## src/rtl/state_pkg.sv

```systemverilog
// Shared encodings and widths for the state_machine compare responder.
package state_pkg;

  localparam int DATA_W  = 8;
  localparam int STATE_W = 4;
  localparam int CNT_W   = $clog2(DATA_W);

  localparam logic [STATE_W-1:0] RESERVED_CODE = 4'hF;

  typedef enum logic [1:0] {
    ST_IDLE  = 2'b00,
    ST_LOAD  = 2'b01,
    ST_SHIFT = 2'b10,
    ST_DONE  = 2'b11
  } fsm_state_t;

  typedef enum logic [1:0] {
    MODE_EQ = 2'b00,
    MODE_GT = 2'b01,
    MODE_LT = 2'b10,
    MODE_NE = 2'b11
  } cmp_mode_t;

  function automatic logic mode_result(input cmp_mode_t mode, input logic gt, input logic lt);
    logic res;
    case (mode)
      MODE_EQ: res = !gt && !lt;
      MODE_GT: res = gt;
      MODE_LT: res = lt;
      default: res = gt || lt;
    endcase
    return res;
  endfunction

endpackage

```

## src/rtl/serial_cmp.sv

```systemverilog
// MSB-first serial magnitude comparator: the first differing bit pair decides.
module serial_cmp (
  input  logic clk,
  input  logic reset,
  input  logic bit_a,
  input  logic bit_b,
  input  logic clear,
  input  logic enable,
  output logic gt,
  output logic lt
);

  logic gt_reg;
  logic lt_reg;

  always_ff @(posedge clk) begin
    if (reset || clear) begin
      gt_reg <= 1'b0;
      lt_reg <= 1'b0;
    end else if (enable && !gt_reg && !lt_reg) begin
      // once decided, lower-order bits no longer matter
      gt_reg <= bit_a & ~bit_b;
      lt_reg <= ~bit_a & bit_b;
    end
  end

  assign gt = gt_reg;
  assign lt = lt_reg;

endmodule

```

## src/rtl/compare_responder.sv

```systemverilog
// Serial 8-bit comparator triggered by state_machine code changes; the low two
// bits of the code select EQ/GT/LT/NE, the answer returns on compare_result.
module compare_responder
  import state_pkg::*;
(
  input  logic               clk,
  input  logic               reset,
  input  logic [STATE_W-1:0] new_state,
  input  logic               hold,
  input  logic               error,
  input  logic [DATA_W-1:0]  operand_a,
  input  logic [DATA_W-1:0]  operand_b,
  output logic               compare_result,
  output logic               cmp_done,
  output logic               busy,
  output logic [7:0]         error_count
);

  fsm_state_t         state_reg;
  fsm_state_t         state_next;
  logic [STATE_W-1:0] prev_state_reg;
  cmp_mode_t          mode_reg;
  logic [DATA_W-1:0]  sh_a_reg;
  logic [DATA_W-1:0]  sh_b_reg;
  logic [CNT_W-1:0]   cnt_reg;
  logic               compare_result_reg;
  logic [7:0]         error_count_reg;

  logic trigger;
  logic abort;
  logic step;
  logic bit_a;
  logic bit_b;
  logic cmp_gt;
  logic cmp_lt;
  logic final_gt;
  logic final_lt;

  assign trigger = (new_state != prev_state_reg) && !hold && !error &&
                   (new_state != RESERVED_CODE);
  assign abort   = error && (state_reg != ST_IDLE);
  assign step    = (state_reg == ST_SHIFT) && !hold && !error;
  assign bit_a   = sh_a_reg[DATA_W-1];
  assign bit_b   = sh_b_reg[DATA_W-1];

  serial_cmp u_serial_cmp (
    .clk    (clk),
    .reset  (reset),
    .bit_a  (bit_a),
    .bit_b  (bit_b),
    .clear  (state_reg == ST_LOAD),
    .enable (step),
    .gt     (cmp_gt),
    .lt     (cmp_lt)
  );

  // The last bit is still in flight on the edge entering DONE, so fold it in here.
  assign final_gt = cmp_gt || (!cmp_lt && bit_a && !bit_b);
  assign final_lt = cmp_lt || (!cmp_gt && !bit_a && bit_b);

  always_comb begin
    state_next = state_reg;
    case (state_reg)
      ST_IDLE:  if (trigger) state_next = ST_LOAD;
      ST_LOAD: begin
        if (abort)      state_next = ST_IDLE;
        else if (!hold) state_next = ST_SHIFT;
      end
      ST_SHIFT: begin
        if (abort)                        state_next = ST_IDLE;
        else if (!hold && cnt_reg == '0)  state_next = ST_DONE;
      end
      default:  state_next = ST_IDLE;
    endcase
  end

  always_ff @(posedge clk) begin
    if (reset) begin
      state_reg          <= ST_IDLE;
      prev_state_reg     <= '0;
      mode_reg           <= MODE_EQ;
      sh_a_reg           <= '0;
      sh_b_reg           <= '0;
      cnt_reg            <= '0;
      compare_result_reg <= 1'b1;
      error_count_reg    <= '0;
    end else begin
      state_reg <= state_next;

      if (state_reg == ST_IDLE && trigger) begin
        prev_state_reg <= new_state;
        mode_reg       <= cmp_mode_t'(new_state[1:0]);
      end

      if (state_reg == ST_LOAD && !hold && !error) begin
        sh_a_reg <= operand_a;
        sh_b_reg <= operand_b;
        cnt_reg  <= CNT_W'(DATA_W - 1);
      end

      if (step) begin
        sh_a_reg <= {sh_a_reg[DATA_W-2:0], 1'b0};
        sh_b_reg <= {sh_b_reg[DATA_W-2:0], 1'b0};
        if (cnt_reg != '0) cnt_reg <= cnt_reg - 1'b1;
      end

      if (state_reg == ST_SHIFT && state_next == ST_DONE)
        compare_result_reg <= mode_result(mode_reg, final_gt, final_lt);

      if (abort) begin
        compare_result_reg <= 1'b0;
        if (error_count_reg != 8'hFF) error_count_reg <= error_count_reg + 8'd1;
      end
    end
  end

  assign compare_result = compare_result_reg;
  assign cmp_done       = (state_reg == ST_DONE) && !error;
  assign busy           = (state_reg != ST_IDLE);
  assign error_count    = error_count_reg;

endmodule

```

## config.mk

```make
export PLATFORM = sky130hd
export DESIGN_NAME = compare_responder
export DESIGN_NICKNAME = d
export VERILOG_FILES = /design/src/rtl/state_pkg.sv /design/src/rtl/serial_cmp.sv /design/src/rtl/compare_responder.sv
export SDC_FILE = /design/constraint.sdc
export NUM_CORES = 1
export LEC_CHECK = 0
export CAP_MARGIN = 20
export CORE_AREA = 2 2 70 72
export DETAILED_ROUTE_END_ITERATION = 8
export DIE_AREA = 0 0 72 74
export PLACE_DENSITY = 0.66
export SLEW_MARGIN = 25
export SYNTH_ARGS = -nofsm -noshare
export SYNTH_HDL_FRONTEND = slang
export SYNTH_HIERARCHICAL = 1
export SYNTH_SLANG_ARGS = --single-unit
```

## constraint.sdc

```tcl
create_clock -name clk -period 1.3 [get_ports clk]
set_input_delay 0.13 -clock clk [delete_from_list [all_inputs] [get_ports clk]]
set_output_delay 0.13 -clock clk [all_outputs]
set_load 0.1 [all_outputs]
```

==> results of run 1 <==
synth_stat cells, drive strengths merged:
| master | n | share of area, % |
|---|---|---|
| mux2i | 7 | 3.9 |
| a211oi | 3 | 1.5 |
| o21ai | 4 | 1.3 |
| nand4 | 2 | 0.70 |
| nor4bb | 1 | 0.56 |
| buf | 8 | 3.8 |
| a21oi | 21 | 5.9 |
| ha | 3 | 2.1 |
| dfxtp | 36 | 40 |
| and3b | 2 | 0.98 |
| and3 | 1 | 0.35 |
| nor2b | 3 | 1.1 |
| nand2b | 8 | 2.8 |
| or3 | 2 | 0.70 |
| a22oi | 14 | 5.9 |
| and4bb | 2 | 1.4 |
| and2b | 1 | 0.42 |
| nor4b | 3 | 2.7 |
| nand3 | 3 | 0.84 |
| clkbuf | 4 | 0.84 |
| inv | 5 | 1.1 |
| nor4 | 2 | 0.70 |
| o31ai | 1 | 0.42 |
| and4 | 1 | 0.49 |
| nor3b | 1 | 0.42 |
| xnor2 | 6 | 2.9 |
| a31oi | 2 | 0.70 |
| xor2 | 1 | 0.49 |
| o2111ai | 1 | 0.49 |
| o21a | 4 | 1.7 |
| a311o | 1 | 0.56 |
| nor2 | 10 | 2.1 |
| a41oi | 1 | 1.5 |
| nand2 | 19 | 4.0 |
| nor3 | 9 | 2.5 |
| a311oi | 2 | 0.98 |
| or2 | 2 | 0.70 |
cell usage in the layout, fill, tap and decap left out, types with 2 or more instances in the layout:
cell type,count
xnor2_1,6
buf_8,2
dlygate4sd2_1,2
nand2_1,15
clkbuf_1,2
dfxtp_4,9
o21ai_2,2
and3b_1,2
a21oi_2,2
a211oi_2,2
dfxtp_1,24
dfxtp_2,3
nand4_1,2
a21oi_1,19
nor2b_1,2
ha_4,2
or3_1,2
a31oi_1,2
nand2_2,3
nor2_4,2
and4bb_2,2
o21ai_0,2
clkdlybuf4s50_1,21
nand2b_1,8
mux2i_1,7
a22oi_2,13
inv_2,2
or2_4,2
clkbuf_8,6
nor4b_4,2
buf_12,14
nor3_1,8
nor2_1,8
buf_6,12
nand3_1,2
o21a_1,4
buf_4,21
a311oi_1,2
inv_1,3
final cells by class:
cell class / count / area share [%]
clock buffers: 8 / 3.03
inverters: 5 / 0.632
multi-input cells: 143 / 39.6
flip-flops and latches: 36 / 25.5
well taps: 54 / 2.27
repair buffers: 73 / 28.9
final timing paths:
path	endpoint	slack [ps]	start
worst min register to register	sh_a_reg[5]	470	sh_a_reg[5]
worst max register to register	u_serial_cmp/lt	-100	state_reg[1]
worst min-delay path	state_reg[0]	420	error
worst max-delay path	u_serial_cmp/lt	-100	state_reg[1]
through the flow:
| step | setup WS, ps | instances | setup TNS [ps] |
|---|---|---|---|
| global placement | -510 | 298 | -12190 |
| detailed placement | -496 | 298 | -12760 |
| CTS | -87.0 | 314 | -820 |
| finish | -95.8 | 319 | -1010 |
| floorplan | -89.8 | 196 | -527 |
| global route | -180 | 319 | -3380 |
cell families after synthesis:
group	share of synthesized area [%]
and+or+nand+nor	23.4
muxes	3.93
buffers and inverters	5.68
DFF	40.4
AOI/OAI and AO/OA	21.0
xor gates and xnor gates	3.44
adders and majority gates	2.10
repair_timing:
action	in CTS	in global routing
gates cloned	2	0
setup endpoints to repair	32	37
hold endpoints to repair	0	0
gates resized for setup	28	32
pin swaps	16	31
setup buffers	6	5
per-layer routing:
layer | wire length [µm] | vias up | GRT usage (%)
li1 | - | 847 | -
met1 | 1990 | 809 | 21.3
met2 | 2410 | 31 | 30.9
met3 | 148 | 6 | 3.52
met4 | 70 | 0 | 6.92
met5 | 0 | - | 0
power by group:
part,internal (mW),total [mW],switching [mW]
logic,0.194,0.365,0.172
registers,1.11,1.13,0.0260
clock network,0.432,0.824,0.392
total,1.73,2.32,0.590
worst min-delay path, cell delays in order:
cell           delay [ps]
dlygate4sd2_1         210
buf_6                 130
nor2_1                 50
o21a_1                150
==> impl_metrics.json, run 1 <==
{
  "outcome": "finished with violations",
  "violations": "negative setup slack",
  "cts_tree": "yes",
  "critPathCaptureType": "register",
  "setup_ws_ps": -95.8,
  "place.port_buffers": 34,
  "place.gp.congestion": 0.703,
  "die_h_um": 74,
  "drtIter0Drc": 90,
  "required_ps": 1530,
  "via_per_inst": 5.31,
  "crit_type": "reg -> reg",
  "cp.arrival_ps": 1630,
  "hp-class": "in -> reg",
  "tightest_slew_ps": 351,
  "crit_family": "simple AND/OR/NAND/NOR gates",
  "wirelength_um": 4620,
  "ff_latch_area_um2": 758,
  "grt_setup_unrepaired": "true",
  "wl_per_cell_um": 14.5,
  "die_area_um2": 5330,
  "antenna_left": 0,
  "setup_violations": 27,
  "vias": 1693,
  "htree_levels": 2,
  "multi_input_area_um2": 1180,
  "cap_viol_max_count": 0,
  "path_depth": 6,
  "final_hold_viol_count": 0,
  "holdWs_ps": 420,
  "clock_skew_ps": 1.44,
  "track_usage_pct": 17.6,
  "p_leak_nw": 1.04,
  "finalCritPeriodShare_pct": 107,
  "yosysWarnings": 6,
  "grt_start_max_net_pins": 40,
  "final_core_util_pct": 64.6,
  "synth_seq_cells": 36,
  "whs_path_depth": 4,
  "overflow": 0,
  "grt_pass1_vias": 1621,
  "finish.instance_area_um2": 2970,
  "die-width_um": 72,
  "syn_nets": 223,
  "cp_max_fo": 4,
  "start_kind": "register",
  "hold_buffers": 0,
  "rows": 25,
  "cts.sinks": 36,
  "crit_chain": "buf_6, nor4b_4, buf_4, buf_6, and4bb_2, o21a_1",
  "drc": 0,
  "yosys.cell_types.count": 44,
  "cp_slowest_cell": "dfxtp_2",
  "cellPowerDensity_nw_per_um2": 782,
  "ir_drop_v": 0.000585,
  "maxSlewViolCount": 0,
  "fin_nets": 291,
  "clock.fmax_mhz": 716,
  "clkTransAtPathRegs_ps": 70,
  "r2r_cells": 6,
  "worstPathBufferInverterCount": 3,
  "critPathMaxStageDelay_ps": 340,
  "cts_buffer_depth": 2,
  "syn_area_per_cell_um2": 9.10,
  "finalCriticalPeriod_ps": 1400,
  "report.power.total_mw": 2.32,
  "place_area_um2": 2540,
  "synth_area_um2": 1780,
  "crit_top_cell": "buf_6",
  "antenna_found_initial": 0,
  "coreArea_um2": 4600,
  "grt_pass1_wl_um": 7360,
  "diodes": 0,
  "start_util_pct": 38.8,
  "place_hpwl_um": 2830,
  "slew_headroom_pct": 76.6,
  "drive_gt1_share_pct": 42.6,
  "synthCells": 196,
  "ys_seq_area_share_pct": 40.4,
  "clkLatencyLatePin_ps": 290,
  "first_pass_iters": 4,
  "numCtsBuffers": 5,
  "top_level_ports": 35,
  "cts_root_buf": "clkbuf_8",
  "fillers": 351,
  "area_delta_synth_final_pct": 66.5
}
No activity file was read; power rests on OpenSTA's default activity.
==> run 2, diff against run 1 <==
--- a/config.mk
+++ b/config.mk
@@ -9,7 +9,6 @@
 export CORE_AREA = 2 2 70 72
 export DETAILED_ROUTE_END_ITERATION = 8
 export DIE_AREA = 0 0 72 74
-export PLACE_DENSITY = 0.66
 export SLEW_MARGIN = 25
 export SYNTH_ARGS = -nofsm -noshare
 export SYNTH_HDL_FRONTEND = slang
==> constraint.sdc (replaced) <==
create_clock -name clk -period 1.8 [get_ports clk]
set_input_delay 0.18 -clock clk [delete_from_list [all_inputs] [get_ports clk]]
set_output_delay 0.18 -clock clk [all_outputs]
set_load 0.1 [all_outputs]
==> run 2 against run 1 <==
The run now ends clean. Clock skew rose by 4.0 ps. Total power is 25% lower. Clock power is 14% lower. Sequential cell count is the same. Cell area shrank 21%. Combinational power decreased by 44%. Critical path depth shrank 1. Die area is the same. Setup slack improved by 260 ps. Core utilization fell by 14 points. Routed wire length fell by 24%. Highest routed layer unchanged. Global-route usage down 3.3 points.
==> impl_metrics.json, run 2 (synthesis results as in run 1) <==
{
  "outcome": "finished clean",
  "maxSlewViolCount": 0,
  "tns_ps": 0,
  "htree_levels": 2,
  "cts_root_buf": "clkbuf_8",
  "wirelength_um": 3520,
  "drive_gt1_share_pct": 20.6,
  "cp_slowest_cell": "clkdlybuf4s50_1",
  "die-width_um": 72,
  "hp-class": "reg -> reg",
  "layout_common_cells": "dfxtp_1, clkdlybuf4s50_1, a21oi_1, buf_4, nand2_1",
  "overflow": 0,
  "cellPowerDensity_nw_per_um2": 746,
  "slew_headroom_pct": 62.0,
  "vias": 1514,
  "cp.arrival_ps": 1820,
  "final_common_cell": "dfxtp_1",
  "finalCritPeriodShare_pct": 90.9,
  "die_area_um2": 5330,
  "ir_drop_v": 0.000447,
  "track_usage_pct": 14.3,
  "cap_viol_max_count": 0,
  "hp-start": "sh_a_reg[2]",
  "grt_start_max_net_pins": 23,
  "clock_skew_ps": 5.47,
  "grt_pass1_wl_um": 6080,
  "worstPathBufferInverterCount": 2,
  "crit_chain": "clkdlybuf4s50_1, nor4b_4, buf_4, nand2_1, a311o_1",
  "cp_max_fo": 22,
  "cts.sinks": 36,
  "tightest_slew_ps": 570,
  "critPathMaxStageDelay_ps": 510,
  "drc": 0,
  "place_hpwl_um": 2490,
  "first_pass_iters": 4,
  "grt_setup_unrepaired": "false",
  "fin_cells": 292,
  "reg2reg_from": "state_reg[1]",
  "antenna_found_initial": 0,
  "rows": 25,
  "cp-startpoint": "hold",
  "die_h_um": 74,
  "antenna_left": 0,
  "cts_tree": "yes",
  "place.gp.congestion": 0.754,
  "crit_family": "buffers and inverters",
  "start_kind": "input pin",
  "report.power.total_mw": 1.74,
  "start_util_pct": 38.8,
  "area_delta_synth_final_pct": 30.7,
  "crit_type": "in -> reg",
  "wl_per_cell_um": 12.1,
  "place_inst": 284,
  "drtIter0Drc": 57,
  "clock.fmax_mhz": 611,
  "hold_buffers": 0,
  "setup_violations": 0,
  "place.port_buffers": 34,
  "grt_pass1_vias": 1355,
  "cts_buffer_depth": 2,
  "via_per_inst": 5.18,
  "numCtsBuffers": 5,
  "critPathCaptureType": "register",
  "final_core_util_pct": 50.7,
  "finalCriticalPeriod_ps": 1640,
  "coreArea_um2": 4600,
  "clkLatencyLatePin_ps": 290,
  "p_leak_nw": 0.812,
  "top_level_ports": 35,
  "diodes": 0,
  "clkTransAtPathRegs_ps": 80,
  "fin_nets": 264,
  "final_hold_viol_count": 0,
  "required_ps": 1980
}
## run 2: cell types whose count changed in the layout (fill, tap and decap cells not counted), sizes merged
cell           delta
clkinv            +1
buf              -27
bufinv            +1
clkbuf            -3
clkdlybuf4s50     +2
dlygate4sd2       -2
clkinvlp          +1
## run 2: path summary, 6_finish.rpt
| path | end | slack (ps) | cells past startpoint |
|---|---|---|---|
| max | compare_result | 160 | 5 |
| min | sh_a_reg[2] | 460 | 2 |
| max reg2reg | compare_result | 230 | 4 |
| min reg2reg | sh_a_reg[2] | 460 | 2 |
## run 2: per-stage QoR
stage | setup slack, ps | cell area (µm²) | hold slack [ps]
3_3_place_gp | -144 | 2220 | 444
4_1_cts | 140 | 2330 | 458
6_report | 164 | 2330 | 456
5_1_grt | 41.3 | 2330 | 478
2_1_floorplan | 73.2 | 1800 | 335
3_5_place_dp | -162 | 2220 | 447
## run 2: timing repair
item                                    in CTS  in global routing
buffers inserted                             0                  0
gates resized for setup                      0                  1
endpoints found under the setup margin       0                  1
hold endpoints to repair                     0                  0
## run 2: final cells by class
class                           instances  area, µm²
Fill cell                             441       2270
Multi-Input combinational cell        143        976
Sequential cell                        36        731
Timing Repair Buffer                   46        428
Clock buffer                            5       68.8
Tap cell                               54       67.6
Clock inverter                          3       42.5
Inverter                                5       18.8
## run 2: worst reg2reg max path: cells and delay by family (launching register included)
kind                   cells  cell delay [ps]
AOI/OAI and AO/OA          1              350
DFF                        1              420
and+or+nand+nor            2              400
buffers and inverters      1              310
## run 2: routing by layer
| metal | GRT usage [%] | share of wire, % | vias up | wire length, µm |
|---|---|---|---|---|
| met5 | 0 | 0 | - | 0 |
| met4 | 5.66 | 1.4 | 0 | 50 |
| met3 | 3.39 | 3.9 | 6 | 136 |
| met2 | 22.7 | 45 | 26 | 1590 |
| met1 | 18.8 | 50 | 686 | 1750 |
| li1 | - | - | 796 | - |
## run 2: report_power, final
group	internal, mW	leakage, nW	total, mW	switching, mW
Combinational	0.103	0.463	0.205	0.102
Clock	0.410	0.0541	0.708	0.298
Sequential	0.812	0.295	0.825	0.0137
Total	1.32	0.812	1.74	0.414
==> run 3, diff against run 2 <==
--- a/config.mk
+++ b/config.mk
@@ -6,11 +6,11 @@
 export NUM_CORES = 1
 export LEC_CHECK = 0
 export CAP_MARGIN = 20
-export CORE_AREA = 2 2 70 72
+export CORE_AREA = 2 2 73 75
 export DETAILED_ROUTE_END_ITERATION = 8
-export DIE_AREA = 0 0 72 74
+export DIE_AREA = 0 0 75 77
+export RECOVER_POWER = 50
 export SLEW_MARGIN = 25
 export SYNTH_ARGS = -nofsm -noshare
 export SYNTH_HDL_FRONTEND = slang
-export SYNTH_HIERARCHICAL = 1
 export SYNTH_SLANG_ARGS = --single-unit
==> run 3 against run 2 <==
Largest cell class unchanged. Highest routed layer unchanged. Total power decreased by 5.9%. Register-to-register slack got worse by 20 ps. Critical endpoint is now sh_a_reg[5]. Worst hold slack improved by 22 ps. Sequential cell count unchanged. Sequential power increased by 0.6%. Setup slack improved by 46 ps. Largest power group unchanged.
==> impl_metrics.json, run 3 <==
{
  "grt_pass1_wl_um": 6250,
  "slew_headroom_pct": 63.6,
  "whs_path_depth": 1,
  "antenna_found_initial": 0,
  "reg2reg_from": "state_reg[1]",
  "r2r_end": "sh_a_reg[5]",
  "cts_buffer_depth": 2,
  "clkTransAtPathRegs_ps": 70,
  "ys_seq_area_share_pct": 37.3,
  "grt_setup_unrepaired": "false",
  "cp_max_fo": 30,
  "fillers": 522,
  "drc": 0,
  "clock_skew_ps": 8.24,
  "overflow": 0,
  "die_area_um2": 5780,
  "hold_buffers": 0,
  "clock.fmax_mhz": 629,
  "area_delta_synth_final_pct": 25.1,
  "drive_gt1_share_pct": 23.8,
  "power.net_switching_mw": 0.413,
  "pre_cts_slack_ps": -38.8,
  "drtIter0Drc": 54,
  "syn_area_per_cell_um2": 9.57,
  "ff_latch_area_um2": 729,
  "die-width_um": 75,
  "hp-class": "reg -> reg",
  "synth_commonest_cells": "dfxtp_1, nor2_1, mux2i_1",
  "final_common_cell": "dfxtp_1",
  "cp_slowest_cell": "or4b_1",
  "swShare_pct": 25.2,
  "cts_root_buf": "clkbuf_8",
  "cp.arrival_ps": 1750,
  "wirelength_um": 3800,
  "final_hold_viol_count": 0,
  "setup_violations": 0,
  "ys.flop_type": "dfxtp_1",
  "ir_drop_v": 0.000266,
  "grt_pass1_vias": 1366,
  "yosys.cell_types.count": 42,
  "diodes": 0,
  "synth_top_area_cell": "dfxtp_1",
  "multi_input_area_um2": 1090,
  "first_pass_iters": 4,
  "cts_tree": "yes",
  "start_util_pct": 38.8,
  "clkPwrFrac_pct": 36.3,
  "place.port_buffers": 34,
  "p_int_mw": 1.22,
  "place_hpwl_um": 2540,
  "async_reset_ff_share_pct": 0,
  "antenna_left": 0,
  "crit_type": "reg -> reg",
  "via_per_inst": 4.91,
  "setup_ws_ps": 211,
  "cap_viol_max_count": 0,
  "synth.most_common_cell": "dfxtp_1",
  "top_level_ports": 35,
  "cts.sinks": 36,
  "hp-start": "cnt_reg[0]",
  "clkLatencyLatePin_ps": 290,
  "yosysWarnings": 0,
  "rows": 26,
  "syn_nets": 229,
  "finalCriticalPeriod_ps": 1590,
  "holdWs_ps": 477,
  "tightest_slew_ps": 548,
  "cts_setup_buffers": 0,
  "layout_common_cells": "dfxtp_1, nor2_1, clkdlybuf4s50_1",
  "p_leak_nw": 0.880,
  "wl_per_cell_um": 12.3,
  "cts_resized": 0,
  "crit_chain": "or4b_1, buf_4, nor2_1, a211oi_2",
  "required_ps": 1960,
  "comb_power_share_pct": 13.0,
  "critPathMaxStageDelay_ps": 500,
  "start_kind": "register",
  "synth_top_area_share_pct": 37.3,
  "htree_levels": 2,
  "maxSlewViolCount": 0,
  "fin_nets": 266,
  "die_h_um": 77,
  "synthCells": 202,
  "cellPowerDensity_nw_per_um2": 677,
  "ys_top_cells_by_area": "dfxtp_1, a211oi_2, mux2i_1, nor2_1, nor3_1",
  "outcome": "finished clean",
  "coreArea_um2": 4980,
  "r2r_cells": 4,
  "final_core_util_pct": 48.6,
  "min_to": "cnt_reg[0]",
  "synth_seq_cells": 36,
  "synth_area_um2": 1930,
  "synth-edff-count": 0,
  "place.gp.congestion": 0.732,
  "track_usage_pct": 13.8,
  "vias": 1523,
  "finalCritPeriodShare_pct": 88.3,
  "rrSetupSlack_ps": 210,
  "critPathCaptureType": "register",
  "grt_start_max_net_pins": 40,
  "numCtsBuffers": 5,
  "sequentialPowerShare_pct": 50.7
}
==> run 3: area by class of cell <==
type                       count  share of cell area, %
clock inverter                 2                  0.414
timing repair buffer          44                   16.4
sequential                    36                   30.2
multi-input combinational    147                   45.2
clock buffer                   6                   3.41
inverter                       5                  0.776
tap                           70                   3.62
==> run 3: critical path: cells and delay by family, from the launching register on <==
| kind | cells | cell delay, ps |
|---|---|---|
| and+or+nand+nor | 2 | 670 |
| buffers and inverters | 1 | 280 |
| DFF | 1 | 440 |
| AOI/OAI and AO/OA | 1 | 60 |
==> run 3: how the worst max path moves through the flow <==
stage                      start                 to
floorplan           state_reg[1]  prev_state_reg[0]
global route        state_reg[1]        sh_b_reg[7]
CTS                 state_reg[1]        sh_b_reg[7]
finish              state_reg[1]        sh_a_reg[5]
global placement            hold         cnt_reg[2]
detailed placement          hold        sh_b_reg[7]
==> run 3: routing by layer <==
layer,wire [µm],up-vias,GRT usage [%]
met5,0,-,0
met4,35,0,5.89
met3,200,2,4.07
met2,1630,33,20.1
met1,1930,682,18.8
li1,-,806,-
==> run 3: kinds of logic after synthesis <==
| kind of cell | count (synthesis) | synth area share (%) |
|---|---|---|
| AOI/OAI and AO/OA | 46 | 20.8 |
| muxes | 20 | 10.4 |
| xor gates and xnor gates | 7 | 3.17 |
| adders and majority gates | 3 | 1.94 |
| DFF | 36 | 37.3 |
| buffers and inverters | 19 | 6.21 |
| and+or+nand+nor | 71 | 20.2 |
==> run 3: power by group through the flow <==
stage	clock (mW)	sequential, mW	combinational, mW
final	0.595	0.830	0.212
after global routing	0.658	0.832	0.229
after CTS	0.625	0.830	0.223
after detailed placement	0	0.849	0.222
after global placement	0	0.849	0.221
after floorplan	0	0.861	0.114
==> run 3: stage by stage <==
stage | instances | TNS (ps) | power (mW) | cell area (µm²)
after global routing | 310 | 0 | 1.72 | 2420
final | 310 | 0 | 1.64 | 2420
after global placement | 302 | -21.0 | 1.07 | 2370
after detailed placement | 302 | -268 | 1.07 | 2370
after CTS | 310 | 0 | 1.68 | 2470
after floorplan | 202 | 0 | 0.975 | 1950
